==> src/rtl/simplerisc_pkg.sv <==
// Shared SimpleRISC definitions: opcodes, instruction field positions, loader FSM states.
package simplerisc_pkg;

    // Opcodes (bits [31:27] of every instruction word)
    localparam logic [4:0] OP_ADD  = 5'd0;
    localparam logic [4:0] OP_SUB  = 5'd1;
    localparam logic [4:0] OP_MUL  = 5'd2;
    localparam logic [4:0] OP_DIV  = 5'd3;
    localparam logic [4:0] OP_MOD  = 5'd4;
    localparam logic [4:0] OP_CMP  = 5'd5;
    localparam logic [4:0] OP_AND  = 5'd6;
    localparam logic [4:0] OP_OR   = 5'd7;
    localparam logic [4:0] OP_NOT  = 5'd8;
    localparam logic [4:0] OP_MOV  = 5'd9;
    localparam logic [4:0] OP_LSL  = 5'd10;
    localparam logic [4:0] OP_LSR  = 5'd11;
    localparam logic [4:0] OP_ASR  = 5'd12;
    localparam logic [4:0] OP_NOP  = 5'd13;
    localparam logic [4:0] OP_LD   = 5'd14;
    localparam logic [4:0] OP_ST   = 5'd15;
    localparam logic [4:0] OP_BEQ  = 5'd16;
    localparam logic [4:0] OP_BGT  = 5'd17;
    localparam logic [4:0] OP_B    = 5'd18;
    localparam logic [4:0] OP_CALL = 5'd19;
    localparam logic [4:0] OP_RET  = 5'd20;

    // Field bit positions
    localparam int unsigned OP_MSB  = 31;
    localparam int unsigned I_BIT   = 26;
    localparam int unsigned RD_LSB  = 22;
    localparam int unsigned RS1_LSB = 18;
    localparam int unsigned RS2_LSB = 14;
    localparam int unsigned OP_W    = 5;
    localparam int unsigned REG_W   = 4;
    localparam int unsigned IMM_W   = 18;
    localparam int unsigned OFF_W   = 27;

    // Loader FSM states
    localparam logic [1:0] ST_RUN   = 2'd0;
    localparam logic [1:0] ST_DRAIN = 2'd1;
    localparam logic [1:0] ST_DONE  = 2'd2;

    // Opcodes 21..31 are unassigned
    function automatic logic op_is_legal(input logic [4:0] op);
        return op <= OP_RET;
    endfunction

endpackage

==> src/rtl/instr_fifo2.sv <==
// Two-entry first-word-fall-through FIFO with synchronous flush.
module instr_fifo2 #(
    parameter int unsigned Width = 41
) (
    input  logic             clk_i,
    input  logic             rst_ni,
    input  logic             flush_i,
    input  logic             push_i,
    input  logic [Width-1:0] data_i,
    input  logic             pop_i,
    output logic [Width-1:0] data_o,
    output logic             valid_o,
    output logic             full_o,
    output logic             empty_o
);

    logic [Width-1:0] mem_q [2];
    logic             wr_ptr_q, wr_ptr_d;
    logic             rd_ptr_q, rd_ptr_d;
    logic [1:0]       cnt_q, cnt_d;
    logic             do_push, do_pop;

    assign full_o  = (cnt_q == 2'd2);
    assign empty_o = (cnt_q == 2'd0);
    assign valid_o = !empty_o;
    assign data_o  = mem_q[rd_ptr_q];

    // A push into a full FIFO is allowed only when the head leaves in the same cycle
    assign do_pop  = pop_i && !empty_o;
    assign do_push = push_i && (!full_o || do_pop);

    // Pointer and occupancy next-state; flush wins over everything
    always_comb begin
        wr_ptr_d = wr_ptr_q;
        rd_ptr_d = rd_ptr_q;
        cnt_d    = cnt_q;
        if (flush_i) begin
            wr_ptr_d = 1'b0;
            rd_ptr_d = 1'b0;
            cnt_d    = 2'd0;
        end else begin
            if (do_push) wr_ptr_d = !wr_ptr_q;
            if (do_pop)  rd_ptr_d = !rd_ptr_q;
            unique case ({do_push, do_pop})
                2'b10:   cnt_d = cnt_q + 2'd1;
                2'b01:   cnt_d = cnt_q - 2'd1;
                default: cnt_d = cnt_q;
            endcase
        end
    end

    // Storage and pointer registers
    always_ff @(posedge clk_i or negedge rst_ni) begin
        if (!rst_ni) begin
            mem_q[0] <= '0;
            mem_q[1] <= '0;
            wr_ptr_q <= 1'b0;
            rd_ptr_q <= 1'b0;
            cnt_q    <= 2'd0;
        end else begin
            if (do_push && !flush_i) mem_q[wr_ptr_q] <= data_i;
            wr_ptr_q <= wr_ptr_d;
            rd_ptr_q <= rd_ptr_d;
            cnt_q    <= cnt_d;
        end
    end

endmodule

==> src/rtl/instruction_encode.sv <==
// Packs SimpleRISC field bundles into 32-bit words and streams them to imem with addresses.
module instruction_encode
    import simplerisc_pkg::*;
#(
    parameter int unsigned ADDR_W    = 8,
    parameter int unsigned BASE_ADDR = 0
) (
    input  logic              clk,
    input  logic              rst,
    input  logic              clear,
    input  logic              in_valid,
    output logic              in_ready,
    input  logic [4:0]        in_op,
    input  logic              in_imm_en,
    input  logic [3:0]        in_rd,
    input  logic [3:0]        in_rs1,
    input  logic [3:0]        in_rs2,
    input  logic [17:0]       in_imm,
    input  logic [26:0]       in_off,
    input  logic              in_last,
    output logic              out_valid,
    input  logic              out_ready,
    output logic [31:0]       out_instr,
    output logic [ADDR_W-1:0] out_addr,
    output logic              out_last,
    output logic              err_illegal,
    output logic              done
);

    localparam int unsigned       EntryW   = 32 + ADDR_W + 1;
    localparam logic [ADDR_W-1:0] BaseAddr = ADDR_W'(BASE_ADDR);

    logic [1:0]        state_q, state_d;
    logic [ADDR_W-1:0] addr_q, addr_d;
    logic              err_q, err_d;
    logic [31:0]       enc;
    logic              legal, accept, push, pop;
    logic              fifo_valid, fifo_full, fifo_empty;
    logic [EntryW-1:0] fifo_wdata, fifo_rdata;

    assign legal      = op_is_legal(in_op);
    assign in_ready   = (state_q == ST_RUN) && !fifo_full && !clear;
    assign accept     = in_valid && in_ready;
    assign push       = accept && legal;
    assign pop        = fifo_valid && out_ready;
    assign fifo_wdata = {enc, addr_q, in_last};

    // Encode mux: every field not used by the opcode stays zero
    always_comb begin
        enc = '0;
        enc[OP_MSB -: OP_W] = in_op;
        case (in_op)
            OP_NOP, OP_RET: ;
            OP_BEQ, OP_BGT, OP_B, OP_CALL: enc[OFF_W-1:0] = in_off;
            default: begin
                enc[I_BIT] = in_imm_en;
                if (in_op != OP_CMP) enc[RD_LSB +: REG_W] = in_rd;
                if (in_op != OP_NOT && in_op != OP_MOV) enc[RS1_LSB +: REG_W] = in_rs1;
                if (in_imm_en) enc[IMM_W-1:0] = in_imm;
                else           enc[RS2_LSB +: REG_W] = in_rs2;
            end
        endcase
    end

    // Address counter, sticky illegal flag and load-complete FSM next-state
    always_comb begin
        addr_d  = addr_q;
        err_d   = err_q;
        state_d = state_q;
        if (clear) begin
            addr_d  = BaseAddr;
            err_d   = 1'b0;
            state_d = ST_RUN;
        end else begin
            if (push) addr_d = addr_q + ADDR_W'(1);
            if (accept && !legal) err_d = 1'b1;
            case (state_q)
                ST_RUN:   if (accept && in_last) state_d = ST_DRAIN;
                ST_DRAIN: if (fifo_empty) state_d = ST_DONE;
                ST_DONE:  state_d = ST_DONE;
                default:  state_d = ST_RUN;
            endcase
        end
    end

    // Control state registers
    always_ff @(posedge clk or negedge rst) begin
        if (!rst) begin
            addr_q  <= BaseAddr;
            err_q   <= 1'b0;
            state_q <= ST_RUN;
        end else begin
            addr_q  <= addr_d;
            err_q   <= err_d;
            state_q <= state_d;
        end
    end

    instr_fifo2 #(
        .Width (EntryW)
    ) u_fifo (
        .clk_i   (clk),
        .rst_ni  (rst),
        .flush_i (clear),
        .push_i  (push),
        .data_i  (fifo_wdata),
        .pop_i   (pop),
        .data_o  (fifo_rdata),
        .valid_o (fifo_valid),
        .full_o  (fifo_full),
        .empty_o (fifo_empty)
    );

    // Idle outputs read as zero; out_addr then shows the next address to be written
    assign out_valid   = fifo_valid;
    assign out_instr   = fifo_valid ? fifo_rdata[EntryW-1 -: 32] : 32'h0;
    assign out_addr    = fifo_valid ? fifo_rdata[ADDR_W:1] : addr_q;
    assign out_last    = fifo_valid && fifo_rdata[0];
    assign err_illegal = err_q;
    assign done        = (state_q == ST_DONE);

endmodule

==> config.mk <==
export PLATFORM = sky130hd
export DESIGN_NAME = instruction_encode
export DESIGN_NICKNAME = d
export VERILOG_FILES = /design/src/rtl/simplerisc_pkg.sv /design/src/rtl/instr_fifo2.sv /design/src/rtl/instruction_encode.sv
export SDC_FILE = /design/constraint.sdc
export NUM_CORES = 1
export LEC_CHECK = 0
export BUFFER_PORTS_ARGS = -buffer_cell sky130_fd_sc_hd__clkbuf_2
export CORE_ASPECT_RATIO = 1.5
export CORE_MARGIN = 4
export CORE_UTILIZATION = 30
export CTS_CLUSTER_DIAMETER = 40
export DETAILED_ROUTE_END_ITERATION = 10
export GPL_TIMING_DRIVEN = 1
export PLACE_DENSITY = 0.53
export SLEW_MARGIN = 20
export SYNTH_ARGS = -nofsm -noshare
export SYNTH_HDL_FRONTEND = slang
export SYNTH_SLANG_ARGS = --single-unit
==> constraint.sdc <==
create_clock -name clk -period 4.7 [get_ports clk]
set_input_delay 0.705 -clock clk [delete_from_list [all_inputs] [get_ports clk]]
set_output_delay 0.705 -clock clk [all_outputs]
set_load 0.01 [all_outputs]
# [Word-level counts from Yosys, hierarchy flattened]
# Cells that the tools add are included.
[classes] addsub=3 n_lt_le_gt_ge=4 n_eq_ne=16 mux=27 bitwise=2 n_reduce_logical=30
[op_table] cell="2-to-1 mux 41 bit" n=4
[op_table] cell="bitwise mux 82 bit" n=1
[op_table] cell="one-hot mux 27 bit (2 select lines)" n=1
[op_table] cell="demux 41 bit (select 1 bit)" n=1
[op_table] cell="2-to-1 mux 32 bit" n=1
[op_table] cell="== test 5 bit (second input constant)" n=5
[op_table] cell="2-to-1 mux 8 bit" n=3
[op_table] cell="2-to-1 mux 14 bit" n=1
[op_table] cell="logical AND 1 bit" n=13
[op_table] cell="2-to-1 mux 4 bit" n=3
[op_table] cell="inequality test 5 x 4 -> 1 bit (second input constant)" n=2
[op_table] cell="adder 8 x 1 -> 8 bit (second input constant)" n=1
[op_table] cell="2-to-1 mux 2 bit" n=4
[op_table] cell="nonzero test 2 bit" n=4
[op_table] cell="== test 2 bit (second input constant)" n=3
[op_table] cell="logical NOT 1 bit" n=6
[op_table] cell="2-to-1 mux 1 bit" n=6
[op_table] cell="inequality test 3 x 2 -> 1 bit (second input constant)" n=2
[op_table] cell="one-hot mux 2 bit (3 select lines)" n=1
[op_table] cell="== test 5 x 4 -> 1 bit (second input constant)" n=1
[op_table] cell="<= comparator 5 bit (second input constant)" n=1
[op_table] cell="inequality test 5 x 3 -> 1 bit (second input constant)" n=1
[op_table] cell="== test 2 x 1 -> 1 bit (second input constant)" n=2
[op_table] cell="greater-or-equal comparator 2 bit (second input constant)" n=2
[op_table] cell="11 further kinds" n=13
[word_totals] register_bits=97 output_inout_bits=45 word_cells=90

# [Depth between registers and ports, before layout]
[logic_depth] word_depth=10 ltp_mapped=8

# [Cells and area by module]
# From an unflattened synthesis, not the netlist that was laid out.
[unflattened] cells_unflattened=410 area_unflattened_um2=5290.1
[modules_own_cells] mod="instr_fifo2" instances=1 cells_per_inst=245 area_each_um2=3951.3 seq_area_each_um2=2152.1
[modules_own_cells] mod="instruction_encode" instances=1 cells_per_inst=165 area_each_um2=1338.8 seq_area_each_um2=275.3

# [Least setup slack after synthesis]
# No wires, ideal clock.
[synth_path] path_kind="input -> register" start="in in_op[0]" end="reg u_fifo.mem_q[0] (netlist bit)" arrival_time_ps=1907 required_ps=4575 slack_ps=2668 stages=5 n_path_buf=1 cell_sequence="nor3_2 o2111ai_4 nor2_4 buf_4 mux2_2"
[synth_via] elab_chain_len=4
[synth_lines] element="start, declared" line_no="instruction_encode.sv:13" rtl="input logic [4:0] in_op,"
[synth_lines] element="<= comparator 5 bit" line_no="simplerisc_pkg.sv:45" rtl="return op <= OP_RET;"
[synth_lines] element="logical AND 1 bit" line_no="instruction_encode.sv:44" rtl="assign push = accept && legal;"
[synth_lines] element="logical AND 1 bit" line_no="instr_fifo2.sv:30" rtl="assign do_push = push_i && (!full_o || do_pop);"
[synth_lines] element="logical AND 1 bit" line_no="instr_fifo2.sv:61" rtl="if (do_push && !flush_i) mem_q[wr_ptr_q] <= data_i;"
[synth_lines] element="end signal, assigned by index" line_no="instr_fifo2.sv:61"
[synth_lines] element="end, declared" line_no="instr_fifo2.sv:17" rtl="logic [Width-1:0] mem_q [2];"
# No other way between the ends.
# A chain may end at the register's enable or synchronous reset.

# [Worst setup path after layout]
[layout_path] start="reg u_fifo.rd_ptr_q" end="out out_instr[0]"
[layout_via] elab_chain_len=5
[layout_lines] element="start, declared" line_no="instr_fifo2.sv:19" rtl="logic rd_ptr_q, rd_ptr_d;"
[layout_lines] element="start signal, assigned" line_no="instr_fifo2.sv:63" rtl="rd_ptr_q <= rd_ptr_d;"
[layout_lines] element="NOT 1 -> 2 bit (not written as such)" line_no="instr_fifo2.sv:26" rtl="assign data_o = mem_q[rd_ptr_q];"
[layout_lines] element="2-to-1 mux 41 bit (not written as such) (3 in series)" line_no="instr_fifo2.sv:26"
[layout_lines] element="2-to-1 mux 32 bit" line_no="instruction_encode.sv:116" rtl="assign out_instr = fifo_valid ? fifo_rdata[EntryW-1 -: 32] : 32'h0;"
[layout_lines] element="end, declared" line_no="instruction_encode.sv:23" rtl="output logic [31:0] out_instr,"
# No other way between the ends. The select of a mux whose other input is x is not followed.

==> report_table.html <==
<table>
<tr><th>Metric</th><th>Value</th></tr>
<tr><th colspan="2">Outcome</th></tr>
<tr><td>Status</td><td>complete, no violations</td></tr>
<tr><th colspan="2">CTS</th></tr>
<tr><td>Clock network latency to the later pin of the worst-skew pair</td><td>340 ps</td></tr>
<tr><td>Post-CTS setup repair buffer count</td><td>0</td></tr>
<tr><td>Clock transition at the registers of the reported paths</td><td>70 ps</td></tr>
<tr><td>Clock tree from TritonCTS</td><td>yes</td></tr>
<tr><td>Max H-tree Level</td><td>3</td></tr>
<tr><td>Cts bufs inserted</td><td>9</td></tr>
<tr><td>Number of resized instances in the post-cts repair step</td><td>0</td></tr>
<tr><td>Maximum clock path buffer count</td><td>2</td></tr>
<tr><td>CTS Hold Bufs</td><td>0</td></tr>
<tr><td>CTS sink count</td><td>97</td></tr>
<tr><td>Root Buffer</td><td>sky130_fd_sc_hd__clkbuf_16</td></tr>
<tr><th colspan="2">Setup path</th></tr>
<tr><td>Cell Chain, Critical Path</td><td>buf_4, mux2i_1, nor2_1, clkbuf_2</td></tr>
<tr><td>CP startpoint kind</td><td>flip-flop</td></tr>
<tr><td>Logic depth of the worst path, buffers included</td><td>4</td></tr>
<tr><td>CP Data Arrival Time</td><td>2240 ps</td></tr>
<tr><td>Largest incremental delay on the critical path</td><td>890 ps</td></tr>
<tr><td>Worst-path fanout max</td><td>25</td></tr>
<tr><td>Slowest library cell on the worst path</td><td>sky130_fd_sc_hd__dfrtp_2</td></tr>
<tr><td>Combined buffer and inverter count along the critical path</td><td>2</td></tr>
<tr><td>Logic depth of the worst register-to-register path</td><td>4</td></tr>
<tr><td>Critical Path End Type</td><td>primary output</td></tr>
<tr><td>Top cell family by delay on the critical path</td><td>flip-flops</td></tr>
<tr><td>Crit Path Category</td><td>reg -&gt; out</td></tr>
<tr><td>Worst EP required</td><td>3990 ps</td></tr>
<tr><th colspan="2">Yosys</th></tr>
<tr><td>Fraction of the yosys area taken by sequential cells</td><td>49.48%</td></tr>
<tr><td>Number of enable-type register cells in the synthesized netlist</td><td>0</td></tr>
<tr><td>Synth unique cells</td><td>46</td></tr>
<tr><td>Mapped cell area</td><td>0.004906 mm^2</td></tr>
<tr><td>Avg Synthesized Cell Area</td><td>10.98 um^2</td></tr>
<tr><td>Post-synth net total</td><td>520</td></tr>
<tr><td>Biggest area contributors in the synthesized netlist</td><td>sky130_fd_sc_hd__dfrtp_1 49%, sky130_fd_sc_hd__mux2_2 11%, sky130_fd_sc_hd__mux2i_1 9.6%</td></tr>
<tr><td>Synthesized netlist cell count</td><td>447</td></tr>
<tr><td>#FFs+latches synth</td><td>97</td></tr>
<tr><td>Post-synth top area share</td><td>49.48%</td></tr>
<tr><td>Synth warnings</td><td>0</td></tr>
<tr><td>Main flop type after synthesis</td><td>sky130_fd_sc_hd__dfrtp_1</td></tr>
<tr><td>Async set or reset register ratio after synthesis</td><td>100.0%</td></tr>
<tr><td>Leading area contributor after synthesis</td><td>sky130_fd_sc_hd__dfrtp_1</td></tr>
<tr><th colspan="2">Placed design</th></tr>
<tr><td>HPWL after detailed placement</td><td>9.498 mm</td></tr>
<tr><td>Weighted congestion at the end of routability-driven global placement</td><td>0.7359</td></tr>
<tr><td>Quantity of I/O buffers inserted on ports</td><td>113</td></tr>
<tr><th colspan="2">Pwr</th></tr>
<tr><td>Net switching power of the design</td><td>0.0007546 W</td></tr>
<tr><td>Static leakage</td><td>2.697 nW</td></tr>
<tr><td>Portion of total power attributed to combinational logic</td><td>22.7%</td></tr>
<tr><td>Share of power burned in registers</td><td>47.8%</td></tr>
<tr><td>Clock share of power</td><td>29.5%</td></tr>
<tr><td>Cell Pwr Density</td><td>421.4 mW/mm^2</td></tr>
<tr><td>Sum of internal, switching and leakage power</td><td>0.002526 W</td></tr>
<tr><td>VDD IR-drop max</td><td>160.0 uV</td></tr>
<tr><td>Pint</td><td>0.001771 W</td></tr>
<tr><td>Fraction of power spent switching nets</td><td>29.88%</td></tr>
<tr><th colspan="2">STA</th></tr>
<tr><td>Achievable Freq</td><td>0.3397 GHz</td></tr>
<tr><td>Total count of hold-check failures in the final report</td><td>0</td></tr>
<tr><td>Final-report max-slew violation count</td><td>0</td></tr>
<tr><td>Total of endpoints with negative setup slack in the final report</td><td>0</td></tr>
<tr><td>Tightest Pin Transition</td><td>812.1 ps</td></tr>
<tr><td>Setup skew after layout</td><td>6.321 ps</td></tr>
<tr><td>Final period util</td><td>62.64%</td></tr>
<tr><td>Post-layout min period</td><td>2944 ps</td></tr>
<tr><td>Slew HR</td><td>45.73%</td></tr>
<tr><td>RSZ-0062 raised after global routing</td><td>false</td></tr>
<tr><td>Post-route setup TNS</td><td>0 ps</td></tr>
<tr><th colspan="2">Route</th></tr>
<tr><td>Iteration-0 DRC count of the detailed router</td><td>178</td></tr>
<tr><td>Drt total wl</td><td>13.30 mm</td></tr>
<tr><td>Avg WL per Cell</td><td>17.49 um</td></tr>
<tr><td>Post-detailed-route via-to-cell ratio</td><td>5.034</td></tr>
<tr><td>DRC violation count after routing</td><td>0</td></tr>
<tr><td>Number of nets still failing antenna checks after routing</td><td>0</td></tr>
<tr><td>Detailed-router iteration count before antenna repair</td><td>4</td></tr>
<tr><td>Vias after detailed routing</td><td>3,826</td></tr>
<tr><th colspan="2">Worst hold path</th></tr>
<tr><td>Class of the worst hold path</td><td>in -&gt; async</td></tr>
<tr><th colspan="2">Global routing</th></tr>
<tr><td>Maximum number of pins on one net before global-route repair</td><td>53</td></tr>
<tr><td>GRT Overall Usage</td><td>14.38%</td></tr>
<tr><td>Initial antenna violation count</td><td>0</td></tr>
<tr><td>Grt total ovfl</td><td>0</td></tr>
<tr><td>Number of global-route vias before repair</td><td>4,074</td></tr>
<tr><td>Wire length of the first global-routing pass</td><td>20.98 mm</td></tr>
<tr><th colspan="2">Layout</th></tr>
<tr><td>Share of cells above drive strength 1</td><td>35.02%</td></tr>
<tr><td>Layout Nets</td><td>622</td></tr>
<tr><td>Number of diodes added for antenna fixing</td><td>0</td></tr>
<tr><td>Area delta synth-&gt;final</td><td>22.19%</td></tr>
<tr><td>Most frequent standard cell in the layout excluding fill and tap cells</td><td>sky130_fd_sc_hd__clkbuf_2</td></tr>
<tr><td>Commonest cells after routing, fill and taps aside</td><td>112 x sky130_fd_sc_hd__clkbuf_2, 96 x sky130_fd_sc_hd__dfrtp_1, 62 x sky130_fd_sc_hd__a21oi_1</td></tr>
<tr><th colspan="2">Die</th></tr>
<tr><td>Starting utilization of the core area</td><td>30.44%</td></tr>
<tr><td>Full die area</td><td>0.01851 mm^2</td></tr>
<tr><td>Num ports</td><td>114</td></tr>
<tr><td>X dimension of the die</td><td>112.4 um</td></tr>
<tr><td>Die height</td><td>164.6 um</td></tr>
<tr><td>Core region area</td><td>0.01612 mm^2</td></tr>
<tr><td>Placement Rows</td><td>57</td></tr>
<tr><th colspan="2">Run</th></tr>
<tr><td>Max-capacitance violation count</td><td>0</td></tr>
</table>
## worst reg2reg max path: cells and delay by family (launching register included)
kind | cells | cell delay [ps]
buf+inv | 2 | 920
mux | 1 | 360
simple gates | 1 | 720
flops | 1 | 770
## state kept, by name, indices dropped and copies added, names as in the netlist
name / cells
addr_q: 8
err_illegal: 1
state_q: 2
u_fifo.cnt_q: 2
u_fifo.mem_q: 82
u_fifo.rd_ptr_q: 1
u_fifo.wr_ptr_q: 1
## cells in the mapped netlist, types with 6 or more instances
| cell | n |
|---|---|
| sky130_fd_sc_hd__inv_1 | 6 |
| sky130_fd_sc_hd__clkbuf_1 | 10 |
| sky130_fd_sc_hd__a21oi_1 | 62 |
| sky130_fd_sc_hd__o21ai_0 | 16 |
| sky130_fd_sc_hd__nor2_1 | 40 |
| sky130_fd_sc_hd__buf_4 | 6 |
| sky130_fd_sc_hd__dfrtp_1 | 97 |
| sky130_fd_sc_hd__a22o_1 | 9 |
| sky130_fd_sc_hd__mux2_2 | 47 |
| sky130_fd_sc_hd__buf_2 | 12 |
| sky130_fd_sc_hd__mux2_1 | 7 |
| sky130_fd_sc_hd__nand2_1 | 21 |
| sky130_fd_sc_hd__mux2i_1 | 47 |
| sky130_fd_sc_hd__a22oi_1 | 16 |
## cell families (layout without fill, tap and decap cells)
group | after synthesis | after routing | share of synthesized area, %
flip-flops | 97 | 97 | 49.48
XOR/XNOR | 3 | 3 | 0.5357
adder cells (fa/ha/maj) | 4 | 4 | 1.020
AO/OA/AOI/OAI | 117 | 117 | 14.97
multiplexers | 101 | 101 | 21.98
AND/OR/NAND/NOR | 88 | 88 | 8.417
buffers and inverters | 37 | 144 | 3.596
## area by class of cell
type,count,area (um^2)
Fill cell,1684,10120
Sequential cell,97,2429
Multi-Input combinational cell,313,2316
Timing Repair Buffer,121,660.6
Tap cell,206,257.7
Clock buffer,9,225.2
Clock inverter,7,80.08
Inverter,7,26.28
## metal layers
metal	global-route usage [%]	vias up	routed length [um]	share of wire (%)
met3	2.456	21	506	3.8
met4	5.577	0	307	2.3
met5	0	-	0	0
met2	26.26	86	7182	54
li1	-	1818	-	-
met1	16.70	1901	5299	40
## power by group through the flow
| stage | Combinational, W | Clock, W | Sequential (W) |
|---|---|---|---|
| 2_1_floorplan | 0.000418 | 0 | 0.00117 |
| 6_report | 0.000573 | 0.000745 | 0.00121 |
| 3_5_place_dp | 0.000582 | 0 | 0.00122 |
| 5_1_grt | 0.000650 | 0.000798 | 0.00124 |
| 4_1_cts | 0.000584 | 0.000768 | 0.00121 |
| 3_3_place_gp | 0.000561 | 0 | 0.00121 |
## final timing paths
check / slack (ps) / to / start
worst min-delay path: 390 / u_fifo.mem_q[5] / rst
worst max register to register: 1800 / u_fifo.mem_q[33] / u_fifo.wr_ptr_q
min in group clk: 490 / u_fifo.mem_q[25] / u_fifo.mem_q[25]
worst max-delay path: 1760 / out_instr[0] / u_fifo.rd_ptr_q
max in group asynchronous: 3260 / u_fifo.mem_q[20] / rst
worst min register to register: 490 / u_fifo.mem_q[25] / u_fifo.mem_q[25]
## stage by stage
| stage | cell area [um^2] | hold WS, ps | util (%) | instances | setup WS [ps] |
|---|---|---|---|---|---|
| 6_report | 5995 | 390.5 | 37.19 | 760 | 1756 |
| 5_1_grt | 5995 | 438.4 | 37.19 | 760 | 1598 |
| 2_1_floorplan | 4906 | 409.4 | - | 447 | 2668 |
| 3_5_place_dp | 5662 | 477.9 | 35.13 | 743 | 1576 |
| 3_3_place_gp | 5642 | 469.8 | 35.00 | 742 | 1625 |
| 4_1_cts | 5967 | 410.2 | 37.02 | 759 | 1567 |
Note: power is estimated with default switching activity, not from simulation.
